`src/rtl/rs232_pkg.sv`:
```
// Shared definitions for the rs232 receive/transmit path: FSM encoding, parity modes and the
// baud divider calculation.
package rs232_pkg;

  typedef enum logic [2:0] {
    StIdle,
    StStart,
    StData,
    StParity,
    StStop
  } rx_state_e;

  localparam int unsigned PARITY_NONE = 0;
  localparam int unsigned PARITY_ODD  = 1;
  localparam int unsigned PARITY_EVEN = 2;

  // Clock cycles per oversample tick, rounded to nearest.
  function automatic int unsigned calc_div(input int unsigned clk_ref_mhz,
                                           input int unsigned baud_rate,
                                           input int unsigned oversample);
    logic [63:0] num;
    logic [63:0] den;
    num = 64'(clk_ref_mhz) * 64'd1000000;
    den = 64'(baud_rate) * 64'(oversample);
    return 32'((num + den / 64'd2) / den);
  endfunction

  function automatic logic maj3(input logic a, input logic b, input logic c);
    return (a & b) | (a & c) | (b & c);
  endfunction

endpackage

```
`src/rtl/rs232_baud_tick.sv`:
```
// Oversample tick generator: one-cycle tick every DIV clocks, restartable by a clear input so
// the tick phase can be aligned to an external event.
module rs232_baud_tick #(
  parameter int unsigned DIV = 54
) (
  input  logic clk_i,
  input  logic rst_ni,
  input  logic clr_i,
  output logic tick_o
);

  localparam int unsigned CntW = (DIV > 1) ? $clog2(DIV) : 1;

  logic [CntW-1:0] cnt_q, cnt_d;

  assign tick_o = (cnt_q == CntW'(DIV - 1));

  always_comb begin
    cnt_d = cnt_q + CntW'(1);
    if (clr_i || tick_o) begin
      cnt_d = '0;
    end
  end

  always_ff @(posedge clk_i or negedge rst_ni) begin
    if (!rst_ni) begin
      cnt_q <= '0;
    end else begin
      cnt_q <= cnt_d;
    end
  end

endmodule

```
`src/rtl/rs232_rx_core.sv`:
```
// Oversampling RS-232 receiver with majority-vote bit decisions, parity/framing checks and a
// break lockout that holds off new frames until the line has been seen high again.
module rs232_rx_core
  import rs232_pkg::*;
#(
  parameter int unsigned CLK_REF    = 100,
  parameter int unsigned BAUD_RATE  = 115200,
  parameter int unsigned DATA_BITS  = 8,
  parameter int unsigned PARITY     = 0,
  parameter int unsigned STOP_BITS  = 1,
  parameter int unsigned OVERSAMPLE = 16
) (
  input  logic                 clk_ref,
  input  logic                 rst_n,
  input  logic                 i_rx_pin,
  output logic [DATA_BITS-1:0] o_rx_data,
  output logic                 o_rx_valid,
  output logic                 o_parity_err,
  output logic                 o_frame_err,
  output logic                 o_rx_busy,
  output logic                 o_rx_cfg_over
);

  localparam int unsigned DIV = calc_div(CLK_REF, BAUD_RATE, OVERSAMPLE);
  localparam int unsigned MID = OVERSAMPLE / 2;
  localparam int unsigned SW  = $clog2(OVERSAMPLE);
  localparam int unsigned BW  = $clog2(DATA_BITS + 1);

  // Input conditioning
  logic [1:0] sync_q;
  logic       edge_q;
  logic       rx_s;
  logic       fall;

  assign rx_s = sync_q[1];
  assign fall = edge_q & ~rx_s;

  always_ff @(posedge clk_ref or negedge rst_n) begin
    if (!rst_n) begin
      sync_q <= 2'b11;
      edge_q <= 1'b1;
    end else begin
      sync_q <= {sync_q[0], i_rx_pin};
      edge_q <= rx_s;
    end
  end

  rx_state_e state_q, state_d;
  logic      tick;
  logic      tick_clr;

  // Held in clear while idle so the first tick lands DIV clocks after the start edge.
  assign tick_clr = (state_q == StIdle);

  rs232_baud_tick #(
    .DIV(DIV)
  ) u_baud_tick (
    .clk_i (clk_ref),
    .rst_ni(rst_n),
    .clr_i (tick_clr),
    .tick_o(tick)
  );

  // Sampler
  logic [SW-1:0] smp_cnt_q, smp_cnt_d;
  logic [1:0]    smp_q, smp_d;
  logic          decide;
  logic          bit_val;

  always_comb begin
    smp_cnt_d = smp_cnt_q;
    smp_d     = smp_q;
    if (state_q == StIdle) begin
      smp_cnt_d = '0;
    end else if (tick) begin
      smp_cnt_d = (smp_cnt_q == SW'(OVERSAMPLE - 1)) ? '0 : smp_cnt_q + SW'(1);
      if (smp_cnt_q == SW'(MID - 1)) smp_d[0] = rx_s;
      if (smp_cnt_q == SW'(MID))     smp_d[1] = rx_s;
    end
  end

  assign decide  = tick && (smp_cnt_q == SW'(MID + 1));
  assign bit_val = maj3(smp_q[0], smp_q[1], rx_s);

  // Frame FSM
  logic [BW-1:0]        bit_cnt_q, bit_cnt_d;
  logic [DATA_BITS-1:0] shift_q, shift_d;
  logic                 perr_acc_q, perr_acc_d;
  logic                 ferr_acc_q, ferr_acc_d;
  logic                 armed_q, armed_d;
  logic [DATA_BITS-1:0] rx_data_q, rx_data_d;
  logic                 perr_q, perr_d;
  logic                 ferr_q, ferr_d;
  logic                 valid_q, valid_d;

  always_comb begin
    state_d    = state_q;
    bit_cnt_d  = bit_cnt_q;
    shift_d    = shift_q;
    perr_acc_d = perr_acc_q;
    ferr_acc_d = ferr_acc_q;
    armed_d    = armed_q;
    rx_data_d  = rx_data_q;
    perr_d     = perr_q;
    ferr_d     = ferr_q;
    valid_d    = 1'b0;

    unique case (state_q)
      StIdle: begin
        if (rx_s) begin
          armed_d = 1'b1;
        end
        if (fall && armed_q) begin
          state_d    = StStart;
          bit_cnt_d  = '0;
          perr_acc_d = 1'b0;
          ferr_acc_d = 1'b0;
        end
      end
      StStart: begin
        if (decide) begin
          state_d = bit_val ? StIdle : StData;
        end
      end
      StData: begin
        if (decide) begin
          shift_d = {bit_val, shift_q[DATA_BITS-1:1]};
          if (bit_cnt_q == BW'(DATA_BITS - 1)) begin
            bit_cnt_d = '0;
            state_d   = (PARITY != PARITY_NONE) ? StParity : StStop;
          end else begin
            bit_cnt_d = bit_cnt_q + BW'(1);
          end
        end
      end
      StParity: begin
        if (decide) begin
          perr_acc_d = ((^shift_q) ^ bit_val) != (PARITY == PARITY_ODD);
          state_d    = StStop;
        end
      end
      StStop: begin
        if (decide) begin
          if (!bit_val) begin
            ferr_acc_d = 1'b1;
          end
          if (bit_cnt_q == BW'(STOP_BITS - 1)) begin
            // Leave at the decision point so a back-to-back start edge is not missed.
            bit_cnt_d = '0;
            state_d   = StIdle;
            rx_data_d = shift_q;
            perr_d    = perr_acc_q;
            ferr_d    = ferr_acc_q | ~bit_val;
            valid_d   = 1'b1;
            if ((ferr_acc_q | ~bit_val) && !rx_s) begin
              armed_d = 1'b0;
            end
          end else begin
            bit_cnt_d = bit_cnt_q + BW'(1);
          end
        end
      end
      default: state_d = StIdle;
    endcase
  end

  always_ff @(posedge clk_ref or negedge rst_n) begin
    if (!rst_n) begin
      state_q    <= StIdle;
      smp_cnt_q  <= '0;
      smp_q      <= '0;
      bit_cnt_q  <= '0;
      shift_q    <= '0;
      perr_acc_q <= 1'b0;
      ferr_acc_q <= 1'b0;
      armed_q    <= 1'b1;
      rx_data_q  <= '0;
      perr_q     <= 1'b0;
      ferr_q     <= 1'b0;
      valid_q    <= 1'b0;
    end else begin
      state_q    <= state_d;
      smp_cnt_q  <= smp_cnt_d;
      smp_q      <= smp_d;
      bit_cnt_q  <= bit_cnt_d;
      shift_q    <= shift_d;
      perr_acc_q <= perr_acc_d;
      ferr_acc_q <= ferr_acc_d;
      armed_q    <= armed_d;
      rx_data_q  <= rx_data_d;
      perr_q     <= perr_d;
      ferr_q     <= ferr_d;
      valid_q    <= valid_d;
    end
  end

  assign o_rx_data     = rx_data_q;
  assign o_parity_err  = perr_q;
  assign o_frame_err   = ferr_q;
  assign o_rx_valid    = valid_q;
  assign o_rx_cfg_over = valid_q;
  assign o_rx_busy     = (state_q != StIdle);

endmodule

```
`config.mk`:
```
export PLATFORM = sky130hd
export DESIGN_NAME = rs232_rx_core
export DESIGN_NICKNAME = d
export VERILOG_FILES = /design/src/rtl/rs232_pkg.sv /design/src/rtl/rs232_baud_tick.sv /design/src/rtl/rs232_rx_core.sv
export SDC_FILE = /design/constraint.sdc
export NUM_CORES = 1
export LEC_CHECK = 0
export ABC_AREA = 1
export CORE_ASPECT_RATIO = 2
export CORE_MARGIN = 10
export CORE_UTILIZATION = 60
export DETAILED_ROUTE_END_ITERATION = 8
export GPL_ROUTABILITY_DRIVEN = 0
export PLACE_DENSITY = 0.85
export SYNTH_ARGS = -nofsm -noshare
export SYNTH_HDL_FRONTEND = slang
export SYNTH_SLANG_ARGS = --single-unit
```
`constraint.sdc`:
```
create_clock -name clk_ref -period 2.5 [get_ports clk_ref]
set_input_delay 0.375 -clock clk_ref [delete_from_list [all_inputs] [get_ports clk_ref]]
set_output_delay 0.375 -clock clk_ref [all_outputs]
set_load 0.01 [all_outputs]
```
Word level (Yosys, flattened, before mapping)
Cells that the tools add are included.
{ "classes": {"n_eq_ne": 20, "mux": 33, "bitwise": 11, "reduce_logical": 22, "add_sub_neg": 3} }
{ "ops": {"columns": ["operator", "count"], "rows": [
  ["4-bit two-way mux", 8],
  ["3-bit two-way mux", 7],
  ["2-bit != test (second input constant)", 10],
  ["3-bit case mux with 5 select lines", 1],
  ["4-bit == test (second input constant)", 3],
  ["4-bit case mux with 3 select lines", 1],
  ["3-bit AND reduction", 4],
  ["1-bit two-way mux", 11],
  ["4-bit by 1-bit adder with 4-bit output (second input constant)", 2],
  ["4-bit by 3-bit == test with 1-bit output (second input constant)", 2],
  ["4-bit AND reduction", 2],
  ["8-bit XOR reduction", 1],
  ["7-bit AND reduction", 1],
  ["6-bit by 1-bit adder with 6-bit output (second input constant)", 1],
  ["3-bit by 2-bit == test with 1-bit output (second input constant)", 2],
  ["6-bit == test (second input constant)", 1],
  ["6-bit two-way mux", 1],
  ["1-bit case mux with 2 select lines", 3],
  ["2-bit nonzero test", 3],
  ["3-bit nonzero test", 2],
  ["5-bit AND reduction", 1],
  ["1-bit AND", 4],
  ["4-bit logical NOT", 1],
  ["3-bit by 1-bit == test with 1-bit output (second input constant)", 1],
  ["other kinds (10)", 16]
]} }
{ "totals": {"register_bits": 44, "inputBits": 3, "wordCells": 105, "out_inout_bits": 13} }

Depth between registers and ports, before layout
Gate-level depths: netlist of run 1.
{ "logic_depth": {"depth_word": 10, "mapped_depth": 11, "mapped_depth_nobuf": 11} }

Hierarchy
From an unflattened synthesis of run 1, not the netlist that was laid out.
{ "hier_totals": {"hier_cells": 274, "hier_area_um2": 2317.2} }
{ "modules_own_cells": {"columns": ["mod", "instances", "area_per_inst_um2", "seq_area_each_um2", "cells_per_inst"], "rows": [
  ["rs232_rx_core", 1, 2003.2, 955.9, 240],
  ["rs232_baud_tick", 1, 314.1, 150.1, 34]
]} }

Worst setup path after synthesis of run 1
OpenSTA, ideal clock, no wires.
{ "synth_timing": {"kind": "register -> register", "from": "reg smp_cnt_q[1]", "to": "reg ferr_q (netlist: o_frame_err)", "synth_period_minus_slack_ns": 1.574, "setup_ns": 0.117, "required_time_ns": 2.383, "path_slack_ns": 0.926, "stages_incl_launch_ff": 11, "path_buffers": 1, "t_arrival_ns": 1.458, "path_cell_list": "dfrtp_1 inv_1 ha_1 inv_1 nor2_1 nand2_4 nor3b_4 inv_2 buf_6 nand2_1 nand2_1"} }
{ "synth_via": {"elab_chain_len": 3} }
{ "synth_rtl": {"columns": ["item", "line", "source"], "rows": [
  ["from (decl)", "rs232_rx_core.sv:65", "logic [SW-1:0] smp_cnt_q, smp_cnt_d;"],
  ["from (signal assigned)", "rs232_rx_core.sv:183", "smp_cnt_q <= smp_cnt_d;"],
  ["4-bit == test", "rs232_rx_core.sv:82", "assign decide = tick && (smp_cnt_q == SW'(MID + 1));"],
  ["1-bit logical AND", "rs232_rx_core.sv:82", null],
  ["3-bit AND reduction (no source line)", null, null],
  ["to (signal assigned)", "rs232_rx_core.sv:192", "ferr_q <= ferr_d;"],
  ["to (decl)", "rs232_rx_core.sv:93", "logic ferr_q, ferr_d;"]
]} }
Every way passes these cells.
A chain may end at the register's enable or synchronous reset.

Final worst setup path of run 1
{ "layout_timing": {"from": "reg state_q[2]", "to": "out o_rx_busy"} }
{ "layout_via": {"elab_chain_len": 1} }
{ "layout_rtl": {"columns": ["item", "line", "source"], "rows": [
  ["from (decl)", "rs232_rx_core.sv:48", "rx_state_e state_q, state_d;"],
  ["from (signal assigned)", "rs232_rx_core.sv:169", "state_q <= StIdle;"],
  ["from (signal assigned)", "rs232_rx_core.sv:182", "state_q <= state_d;"],
  ["3-bit nonzero test", "rs232_rx_core.sv:202", "assign o_rx_busy = (state_q != StIdle);"],
  ["to (decl)", "rs232_rx_core.sv:20", "output logic o_rx_busy,"]
]} }
Every way passes these cells.

==> results of run 1 <==
worst reg2reg max path: cells and delay by family (launching register included):
kind	cells	cell delay (ps)
flops	1	420
simple gates	7	740
fa+ha+maj	1	140
buf+inv	3	340
compound gates	1	60
registers in the layout, summed over array words and instances (netlist names), 2 cells and up:
signal,count
o_rx_data,8
shift_q,8
u_baud_tick.cnt_q,6
bit_cnt_q,4
smp_cnt_q,4
state_q,3
smp_q,2
sync_q,2
per-layer routing:
layer	vias to the layer above	track usage, %	wire length (um)
met5	-	0	0
met4	0	6.75	117
met3	8	2.73	120
met2	23	24.1	2230
met1	782	13.4	1530
li1	880	-	-
stage by stage:
stage	instances	power [mW]	setup slack (ps)
CTS	338	1.77	512
finish	338	1.76	526
detailed placement	330	1.36	691
floorplan	268	1.23	926
global placement	330	1.34	751
global route	338	1.89	447
worst max-delay path by stage:
stage,start,end
6_report,state_q[2],o_rx_busy
5_1_grt,state_q[2],o_rx_busy
4_1_cts,state_q[2],o_rx_busy
3_5_place_dp,u_baud_tick.cnt_q[1],bit_cnt_q[1]
3_3_place_gp,u_baud_tick.cnt_q[1],bit_cnt_q[1]
2_1_floorplan,smp_cnt_q[1],o_frame_err
cell type report:
cell class | count | share of cell area (%)
multi-input cells | 186 | 38.5
flip-flops and latches | 44 | 44.4
repair buffers | 16 | 6.12
clock buffers | 7 | 3.06
well taps | 49 | 2.46
clock inverters | 1 | 0.201
inverters | 35 | 5.27
power breakdown:
part	total (mW)	switching [mW]	internal (mW)	leakage (nW)
Clock	0.417	0.221	0.196	0.0422
Sequential	0.864	0.0728	0.791	0.589
Combinational	0.476	0.316	0.160	0.608
logic make-up after synthesis:
logic type	after synthesis	synth area share (%)
simple gates	134	26.1
flops	44	49.8
buf+inv	38	6.93
compound gates	37	10.1
xor+xnor	8	3.16
fa+ha+maj	7	3.94
cells in the final DEF, fill, tap and decap left out, drive strengths merged, types with 4 or more instances in the layout:
cell type	instances
a21oi	5
clkbuf	7
clkdlybuf4s50	14
dfrtp	40
dfstp	4
ha	7
inv	35
nand2	85
nand3	14
nor2	29
o21ai	28
xor2	5
==> impl_results.md, run 1 <==
- Critical path depth: 3
- Yosys top cell by area: dfrtp_1
- Number of synthesized flops with an enable pin: 0
- CTS tree: built
- Design area: 2490 sq um
- Syn Nets: 278
- Core Area: 3610 sq um
- FF-to-FF path depth: 12
- Sequential share of the synthesized area: 49.8%
- Initial core utilization: 61.6%
- Cell breakdown of the critical path: inv_1 > nand2_1 > clkdlybuf4s50_1
- Setup Buffers After CTS: 0
- Crit Path Max Fanout: 7
- Final Cycle Share: 79.0%
- Pwr per Cell Area: 705 nW/um^2
- Storage cell area: 1110 sq um
- Crit path capture type: output pin
- Mapped cell area: 2220 sq um
- Reg2reg end: bit_cnt_q[1]
- Synth cell types: 30
- Worst clock skew: 9.81 ps
- Die height: 106 um
- Reg-to-Reg Start: u_baud_tick.cnt_q[1]
- Buf/Inv on CP: 2
- Routed WL: 4.00 mm
- Cell with the most instances after synthesis: nand2_1
- Startpoint Class: flip-flop
- Yosys top cell area share: 45.1%
- Post-synthesis register bit count: 44
- CTS Buf Count: 5
- Async set or reset register ratio after synthesis: 100%
- Initial antenna violation count: 0
- GRT Resource Usage Total: 13.1%
- Via count: 1693
- Status: finished, final reports clean
- Clk buf depth: 2
- Mean Syn Cell Area: 8.29 sq um
- First-pass DRT Iterations: 4
- Crit path max-delay cell type: clkdlybuf4s50_1
- Antenna cells: 0
- First-pass GRT wire length: 7.29 mm
- Post-layout util: 69.1%
- Layout cells sized above 1: 11.1%
- CP arrival: 1600 ps
- Vias in the first global route: 1695
- Post-CTS Hold Buffers: 0
- Die width: 63.0 um
- Endpoints failing setup: 0
- FF-to-FF setup slack: 700 ps
- Fmax: 507 MHz
- Fillcell total: 298
- Final nets: 298
- Peak supply drop: 0.000611 V
- Slew @ Worst Pin: 943 ps
- RSZ-0062 raised after global routing: false
- DP Area: 2410 sq um
- Vias per cell: 5.01
- Critical Path RT: 2120 ps
- Leak pwr: 1.24 nW
- Clk slew on worst S/H paths: 80 ps
- Final hold slack: 219 ps
- Max_slew headroom: 37.1%
- Placed wire-length estimate: 3.09 mm
- Clock Root Buffer: clkbuf_8
- Hold/Removal Path Class: in2async
- FP Rows: 31
- Ys Warns: 0
- Maxcap violations: 0
- Post-route ant nets: 0
- Residual DRC: 0
- Synth top area cells: dfrtp_1, nand2_1, inv_1, dfstp_2, nor2_1
- Die ar.: 6680 sq um
- DR iter-0 viols: 42
- Minimum clock period: 1970 ps
- # port buffers: 15
- Top delay family on crit path: buffers and inverters
- Final setup TNS: 0 ps
- Slew Limit Fails: 0
- H-tree depth: 2
- Cells after synthesis: 268
- Fin. Hold Viols: 0
- Critical path class: reg2out
- GR Overflow Total: 0
- Most frequent cells after synthesis: nand2_1, dfrtp_1, inv_1
- Area occupied by multi-input gates: 961 sq um
- Skew-Pair Late Insertion Delay: 300 ps
- PostCTS Resize Cnt: 0
- I/O pin count: 16
- Area growth, synth to finish: 12.3%
- DR WL/cell: 11.8 um
- Largest net degree at the start of global routing: 45
- Synth Flop Type: dfrtp_1
- Max incr delay on CP: 590 ps
- CTS sink count: 44
Note: power is estimated with default switching activity, not from simulation.
==> inputs of run 2 (changes only) <==
CORE_UTILIZATION = 52   (was 60)
PLACE_DENSITY = 0.79   (was 0.85)
clock period = 1.73 ns   (was 2.5 ns; I/O delays follow)
==> impl_results.md, run 2 (synthesis gave the netlist of run 1 again) <==
- Vias in the first global route: 1739 (+2.6%)
- Peak supply drop: 0.000904 V (+48%)
- Via count: 1764 (+4.2%)
- Initial core utilization: 53.8% (-7.8 points)
- Minimum clock period: 1620 ps
- Residual DRC: 0 (unchanged)
- Placed wire-length estimate: 3.26 mm (+5.6%)
- Antenna cells: 0 (unchanged)
- # port buffers: 15 (unchanged)
- Slew @ Worst Pin: 497 ps (-447 ps)
- Maxcap violations: 0 (unchanged)
- Worst Hold End: sync_q[1]
- Clk slew on worst S/H paths: 80 ps (about the same)
- Post-Layout Cell Count: 346 (+2.4%)
- First-pass DRT Iterations: 4 (unchanged)
- Clock Root Buffer: clkbuf_8
- DR WL/cell: 12.2 um (+2.9%)
- Slew Limit Fails: 0 (unchanged)
- DR iter-0 viols: 43 (+2.4%)
- Routed WL: 4.21 mm (+5.3%)
- Final Cycle Share: 93.5%
- Core Area: 4130 sq um (+14%)
- Initial antenna violation count: 0 (unchanged)
- Reg2reg end: armed_q
- CTS sink count: 44 (unchanged)
- Hold wc startpoint: sync_q[0]
- Reg-to-Reg Start: smp_cnt_q[1]
- Area growth, synth to finish: 17.0%
- Startpoint Class: flip-flop
- CTS tree: built
- Final WS setup: 112 ps (-414 ps)
- Clk buf depth: 2 (unchanged)
- First-pass GRT wire length: 7.50 mm (+2.9%)
- Skew-Pair Late Insertion Delay: 290 ps (about the same)
- Final setup TNS: 0 ps (unchanged)
- Hold/Removal Path Class: reg2reg
- Die height: 112 um (+6.0%)
- Design area: 2600 sq um (+4.2%)
- H-tree depth: 2 (unchanged)
- Pwr per Cell Area: 1070 nW/um^2 (+51%)
- Fmax: 618 MHz
- DP Worst Slack: 79.7 ps (-611 ps)
- Critical Path RT: 1960 ps (-160 ps)
- FP Rows: 33 (+6.5%)
- CP arrival: 1850 ps (+250 ps)
- Leak pwr: 1.29 nW (+3.7%)
- Layout cells sized above 1: 13.9% (+2.9 points)
- Most frequent cells in the layout: nand2_1, dfrtp_1, inv_1, nor2_1, o21ai_0
- Final hold slack: 362 ps (+143 ps)
- Crit Path Max Fanout: 4 (-3)
- Worst clock skew: 7.86 ps (-1.96 ps)
- Crit path capture type: flip-flop
- Commonest non-fill, non-tap cell in the layout: nand2_1
- GRT Resource Usage Total: 12.3% (-0.78 points)
- Post-layout util: 62.9% (-6.2 points)
- Placed insts: 337 (+2.1%)
- Status: finished, final reports clean
- I/O pin count: 16 (unchanged)
- Endpoints failing setup: 0 (unchanged)
- FF-to-FF setup slack: 110 ps (-590 ps)
- CTS Buf Count: 5 (unchanged)
- Die width: 66.2 um (+5.1%)
- Post-route ant nets: 0 (unchanged)
- Hold Crit Depth: 0
- Critical path class: reg2reg
- FF-to-FF path depth: 10 (-2)
- DP Area: 2460 sq um (+1.9%)
- Largest net degree at the start of global routing: 25 (-44%)
- Total power: 2.77 mW (+58%)
- Final nets: 303 (+1.7%)
- Vias per cell: 5.10 (+1.8%)
- Die ar.: 7440 sq um (+11%)
- Max_slew headroom: 66.9% (+30 points)
- Setup Buffers After CTS: 0 (unchanged)
- GR Overflow Total: 0 (unchanged)
- Fin. Hold Viols: 0 (unchanged)
run 2: cell types whose count changed in the layout (fill, tap and decap cells not counted), sizes merged:
cell	change
clkdlybuf4s50	-1
buf	+4
dlygate4sd2	+1
dlygate4sd3	+1
bufinv	+1
clkbuf	-1
run 2: layout make-up:
class / instances / area [sq um]
fillers: 374 / 1530
clock buffers: 6 / 72.6
inverters: 35 / 134
repair buffers: 21 / 204
flip-flops and latches: 44 / 1110
well taps: 52 / 65.1
multi-input cells: 186 / 981
clock inverters: 2 / 35.0
run 2: worst max-delay path, stage by stage (launching register included):
cell     delay (ps)
dfrtp_1         400
inv_1           100
ha_1            150
inv_1            40
nor2_1          180
nand2_4         100
nor3b_4         240
buf_4           180
nand2_1          70
nand2_1          60
nand2_1          40
run 2: power breakdown:
group | internal, mW | total, mW | switching [mW]
Sequential | 1.14 | 1.25 | 0.109
Combinational | 0.270 | 0.757 | 0.487
Clock | 0.428 | 0.762 | 0.334
run 2: worst max path at each step:
stage                               startpoint            to  slack [ps]
after detailed placement          smp_cnt_q[1]  bit_cnt_q[0]          80
final                             smp_cnt_q[1]       armed_q         110
after global placement    u_baud_tick.cnt_q[1]  bit_cnt_q[1]         120
after global routing      u_baud_tick.cnt_q[1]       armed_q          -3
after CTS                         smp_cnt_q[1]  bit_cnt_q[0]          70
after floorplan                   smp_cnt_q[1]   o_frame_err         160
run 2: timing repair:
| item | in CTS | in global routing |
|---|---|---|
| setup endpoints to repair | 1 | 8 |
| gates resized for setup | 2 | 7 |
| endpoints found under the hold margin | 20 | 0 |
| hold buffers | 1 | 0 |
run 2: routing by layer:
metal  share of wire [%]  vias up  global-route usage, %  routed length, um
met5                   0        -                      0                  0
met4                 2.5        0                   5.63                105
met3                 3.4        9                   2.49                142
met2                  56       22                   22.0               2370
met1                  38      843                   13.1               1590
li1                    -      890                      -                  -
==> edit 1, RTL diff (flow settings as in run 2) <==
The parameter `PARITY` goes from 0 to 1.
--- a/src/rtl/rs232_rx_core.sv
+++ b/src/rtl/rs232_rx_core.sv
@@ -7,5 +7,5 @@
   parameter int unsigned BAUD_RATE  = 115200,
   parameter int unsigned DATA_BITS  = 8,
-  parameter int unsigned PARITY     = 0,
+  parameter int unsigned PARITY     = 1,
   parameter int unsigned STOP_BITS  = 1,
   parameter int unsigned OVERSAMPLE = 16
Behaviour: no difference found for any inputs over 10 cycles, from zero or initial values and one cycle with rst_n low; that may be too few to reach the edited logic, so the function may still have changed.
==> edit 1 against run 2 <==
  * Final cell count increased by 0.87%
  * Global-route usage decreased by 0.11 points
  * Critical path depth decreased by 5
  * Setup slack improved by 3.9 ps
  * Final area decreased by 0.92%
  * Wire length decreased by 0.59%
  * Power decreased by 3.2%
  * Sequential cell count unchanged
  * Count of clock-buffer cells in the layout unchanged
  * Sequential share of layout area increased by 0.39 points
  * Worst hold slack got worse by 2.7 ps
  * Synthesized area about the same
  * Clock power decreased by 12%
==> edit 1: results (changes against run 2) <==
stage,metric,value,unit,change
global_route,GRT Overall Usage,12.2,%,was 12.3%
synthesis,fraction of registers with async set/reset,100,%,unchanged
outcome,status,"finished, final reports clean",,unchanged
placed_design,post-place instance area,2430,um^2,was 2460 um^2
synthesis,Commonest cells post-synth,"87 x nand2_1, 40 x dfrtp_1, 31 x inv_1",,"was 83 x nand2_1, 40 x dfrtp_1, 29 x inv_1"
worst_setup_path,worst reg-to-reg setup slack,170,ps,was 110 ps
min_path,hold worst-path end,sync_q[1]$_DFF_PN1_,,unchanged
synthesis,Netlist cell types,28,,was 30
sta,Tightest Pin Transition,405,ps,was 497 ps
global_route,first-pass GRT wire length,7.46,mm,was 7.50 mm
synthesis,ys flop type,dfrtp_1,,unchanged
synthesis,multiplexer share of the synthesized area,0,%,unchanged
cts,Worst-path clk slew,80,ps,about the same
sta,WHS,359,ps,was 362 ps
cts,clk buf depth,2,,unchanged
final_layout,proportion of layout cells with a drive suffix above 1,12.5,%,was 13.9%
worst_setup_path,RR Endpoint,bit_cnt_q[1]$_DFFE_PN0P_,,was armed_q$_DFFE_PN1P_
sta,fin. max-slew vios,0,,unchanged
synthesis,Synth Area in Compound Gates,10.4,%,was 10.1%
worst_setup_path,R2R cell count,11,,was 10
global_route,largest net degree at the start of global routing,45,,was 25
power_and_ir_drop,Max VDD drop,1050,uV,was 904 uV
min_path,worst hold path type,reg2reg,,unchanged
final_layout,count of antenna diodes in the layout,0,,unchanged
cts,CTS buffer count,5,,unchanged
worst_setup_path,r2r startpoint,u_baud_tick.cnt_q[1]$_DFF_PN0_,,was smp_cnt_q[1]$_DFFE_PN0N_
worst_setup_path,CP arrival,1350,ps,was 1850 ps
cts,clock latency on the worst-skew pair,300,ps,
placed_design,IO Port Bufs,15,,unchanged
min_path,min-delay src,sync_q[0]$_DFF_PN1_,,unchanged
route,vias per std cell,5.01,,was 5.10
sta,Final Skew,7.91,ps,was 7.86 ps
sta,Setup TNS,0,ps,unchanged
route,drt first-iter violations,74,,was 43
synthesis,Synth Area in Adders,3.94,%,about the same
worst_setup_path,CP max FO,5,,was 4
global_route,GRT Residual Overflow,0,,unchanged
power_and_ir_drop,leakage,0.00123,uW,was 0.00129 uW
synthesis,XOR/XNOR Fraction of Synth Area,1.58,%,was 3.15%
global_route,initial antenna violation count,0,,unchanged
cts,Clock Tree Root,clkbuf_8,,unchanged
synthesis,Mapped Nets,283,,was 278
synthesis,top post-synthesis cells by area,"dfrtp_1 45%, nand2_1 15%, inv_1 5.2%",,"was dfrtp_1 45%, nand2_1 14%, inv_1 4.9%"
route,final wirelength,4.18,mm,was 4.21 mm
placed_design,Post-DP HPWL,3.19,mm,was 3.26 mm
global_route,vias in the first global route,1765,,"was 1,739"
min_path,Min-Delay Path Depth,0,,unchanged
cts,H-tree Lvls,2,,unchanged
route,DR pass1 iterations,4,,unchanged
final_layout,# nets final,306,,was 303
synthesis,sequential fraction of the synthesis area,49.8,%,about the same
synthesis,Ys Warns,0,,unchanged
run,Max Cap Viol,0,,unchanged
edit 1: cells by family (layout without fill, tap and decap cells):
| group | count (synthesis) | in the layout |
|---|---|---|
| AO/OA/AOI/OAI | 42 | 42 |
| XOR/XNOR | 4 | 4 |
| adder cells (fa/ha/maj) | 7 | 7 |
| buffers and inverters | 41 | 65 |
| flip-flops | 44 | 44 |
| AND/OR/NAND/NOR | 135 | 135 |
edit 1: per-stage QoR:
| stage | setup slack (ps) | power, uW | cells |
|---|---|---|---|
| CTS | 106 | 2680 | 348 |
| global placement | 156 | 1950 | 338 |
| detailed placement | 115 | 1970 | 338 |
| global route | 13.0 | 2860 | 349 |
| finish | 116 | 2680 | 349 |
| floorplan | 338 | 1760 | 273 |
edit 1: critical path, stage by stage, from the launching register on:
cell           delay, ps
dfrtp_1              410
inv_1                100
nand2_4               90
nor2_4               110
inv_2                 60
dlygate4sd2_1        280
edit 1: worst max-delay path by stage:
stage / from / end / cells after the start
final: state_q[0]$_DFFE_PN0P_ / o_rx_busy / 5
after global routing: smp_cnt_q[1]$_DFFE_PN0N_ / bit_cnt_q[3]$_DFFE_PN0P_ / 11
after CTS: state_q[0]$_DFFE_PN0P_ / o_rx_busy / 5
after detailed placement: state_q[1]$_DFFE_PN0P_ / o_rx_busy / 5
after global placement: state_q[1]$_DFFE_PN0P_ / o_rx_busy / 5
after floorplan: smp_cnt_q[1]$_DFFE_PN0N_ / bit_cnt_q[1]$_DFFE_PN0P_ / 11
edit 1: what timing repair did:
item | CTS | global route
hold buffers | 1 | 0
gates resized for setup | 4 | 2
pin swaps | 0 | 1
setup endpoints to repair | 1 | 1
buffers inserted | 1 | 1
endpoints found under the hold margin | 40 | 0
edit 1: final cells by class:
cell class / instances / area (um^2)
clock buffer: 6 / 82.6
clock inverter: 2 / 15.0
fill: 373 / 1560
inverter: 37 / 141
multi-input combinational: 188 / 955
sequential: 44 / 1110
tap: 52 / 65.1
timing repair buffer: 20 / 209
edit 1: layer usage:
layer	share of wire [%]	vias to the layer above	track usage, %	wire length (um)
met1	38	810	12.1	1590
met3	3.7	8	2.49	156
met2	56	20	22.7	2340
li1	-	911	-	-
met5	0	-	0	0
met4	2.3	0	5.63	96
edit 1: power by group:
part	leakage (uW)	internal (uW)	switching (uW)	total [uW]
combinational	0.000598	273	491	765
clock	0.0000434	323	348	672
sequential	0.000588	1150	98.8	1250
==> edit 2, RTL diff (settings of run 2) <==
Made on the original files. Register the output `o_rx_data` once more, without a reset; this adds one clock of latency there. The other outputs are not delayed to match.
--- a/src/rtl/rs232_rx_core.sv
+++ b/src/rtl/rs232_rx_core.sv
@@ -195,5 +195,7 @@
   end
 
-  assign o_rx_data     = rx_data_q;
+  always_ff @(posedge clk_ref) begin
+    o_rx_data <= rx_data_q;
+  end
   assign o_parity_err  = perr_q;
   assign o_frame_err   = ferr_q;
Formal check against the unedited RTL: same outputs for any inputs over 10 cycles, from zero or initial values and one cycle with rst_n low; that may be too few to reach the edited logic, so the function may still have changed.
==> edit 2 against run 2 <==
  * Die area is 9.2% higher
  * Sequential cell count up 8
  * Via count up 5.5%
  * Power rose by 7.2%
  * Count of clock-buffer cells in the layout fell by 1
  * Sequential share of layout area increased by 2.1 points
  * Final area increased by 9.1%
  * Setup slack got worse by 6.1 ps
  * Synthesized cell count rose by 6.3%
  * Synthesized area up 12%
  * Wire length is 7.0% higher
  * Critical endpoint is now o_rx_busy
  * Largest cell class unchanged
==> edit 2: results (changes against run 2) <==
stage,metric,value,unit,change
final_layout,Multi-input gate area,1050,um^2,was 981 um^2
synthesis,Commonest cells post-synth,"86 x nand2_1, 40 x dfrtp_1, 36 x inv_1",,"was 83 x nand2_1, 40 x dfrtp_1, 29 x inv_1"
synthesis,Netlist cell types,37,,was 30
placed_design,"worst slack, placed",166,ps,was 79.7 ps
outcome,status,"finished, final reports clean",,unchanged
min_path,hold worst-path end,sync_q[0]$_DFF_PN1_,,was sync_q[1]$_DFF_PN1_
worst_setup_path,RR Endpoint,rx_data_q[2]$_DFFE_PN0P_,,was armed_q$_DFFE_PN1P_
global_route,vias in the first global route,1861,,"was 1,739"
worst_setup_path,CP max-delay cell,dfrtp_2,,was dfrtp_1
min_path,Min-Delay Path Depth,1,,was 0
route,DR pass1 iterations,5,,was 4
sta,Final Skew,3.97,ps,was 7.86 ps
synthesis,top post-synthesis cells by area,"dfrtp_1 40%, nand2_1 13%, dfxtp_1 6.4%",,"was dfrtp_1 45%, nand2_1 14%, inv_1 4.9%"
worst_setup_path,CP max FO,6,,was 4
placed_design,placed cell count,356,,was 337
sta,WHS,350,ps,was 362 ps
synthesis,Synth Area in Adders,3.51,%,was 3.94%
synthesis,Post-Syn Instances,285,,was 268
min_path,worst hold path type,in2reg,,was reg2reg
global_route,largest net degree at the start of global routing,27,,was 25
synthesis,sequential fraction of the synthesis area,50.8,%,was 49.8%
worst_setup_path,"delay-heaviest family, CP",flip-flops,,was simple AND/OR/NAND/NOR gates
final_layout,Post-Layout Cell Count,365,,was 346
final_layout,filler instances,425,,was 374
power_and_ir_drop,leakage,0.00139,uW,was 0.00129 uW
worst_setup_path,R2R cell count,8,,was 10
worst_setup_path,CP arrival,1360,ps,was 1850 ps
placed_design,Post-DP HPWL,3.44,mm,was 3.26 mm
global_route,GRT Overall Usage,12.2,%,was 12.3%
synthesis,Synth Area in Compound Gates,10.1,%,about the same
route,drt first-iter violations,56,,was 43
edit 2: report_power, final:
group          switching [uW]  total, uW  internal, uW  leakage, uW
registers                95.7       1420          1330     0.000654
logic                     582        847           265     0.000684
clock network             413        704           291    0.0000485
total                    1090       2970          1880      0.00139
edit 2: timing repair:
item | in CTS | in global routing
hold buffers | 1 | 0
hold endpoints to repair | 15 | 0
pin swaps | 0 | 0
setup endpoints to repair | 1 | 1
gates resized for setup | 2 | 2
edit 2: area by class of cell:
type / instances / share of cell area (%)
clock buffers: 5 / 2.43
clock inverters: 3 / 0.795
inverters: 41 / 5.70
multi-input cells: 189 / 37.0
flip-flops and latches: 52 / 44.7
well taps: 55 / 2.43
repair buffers: 20 / 6.93
edit 2: metal layers:
metal  track usage (%)  up-vias  part of all wire [%]
li1                  -      944                     -
met1              12.9      865                    39
met2              21.1       38                    54
met3              1.91       14                   3.2
met4              6.70        0                   3.8
met5                 0        -                     0
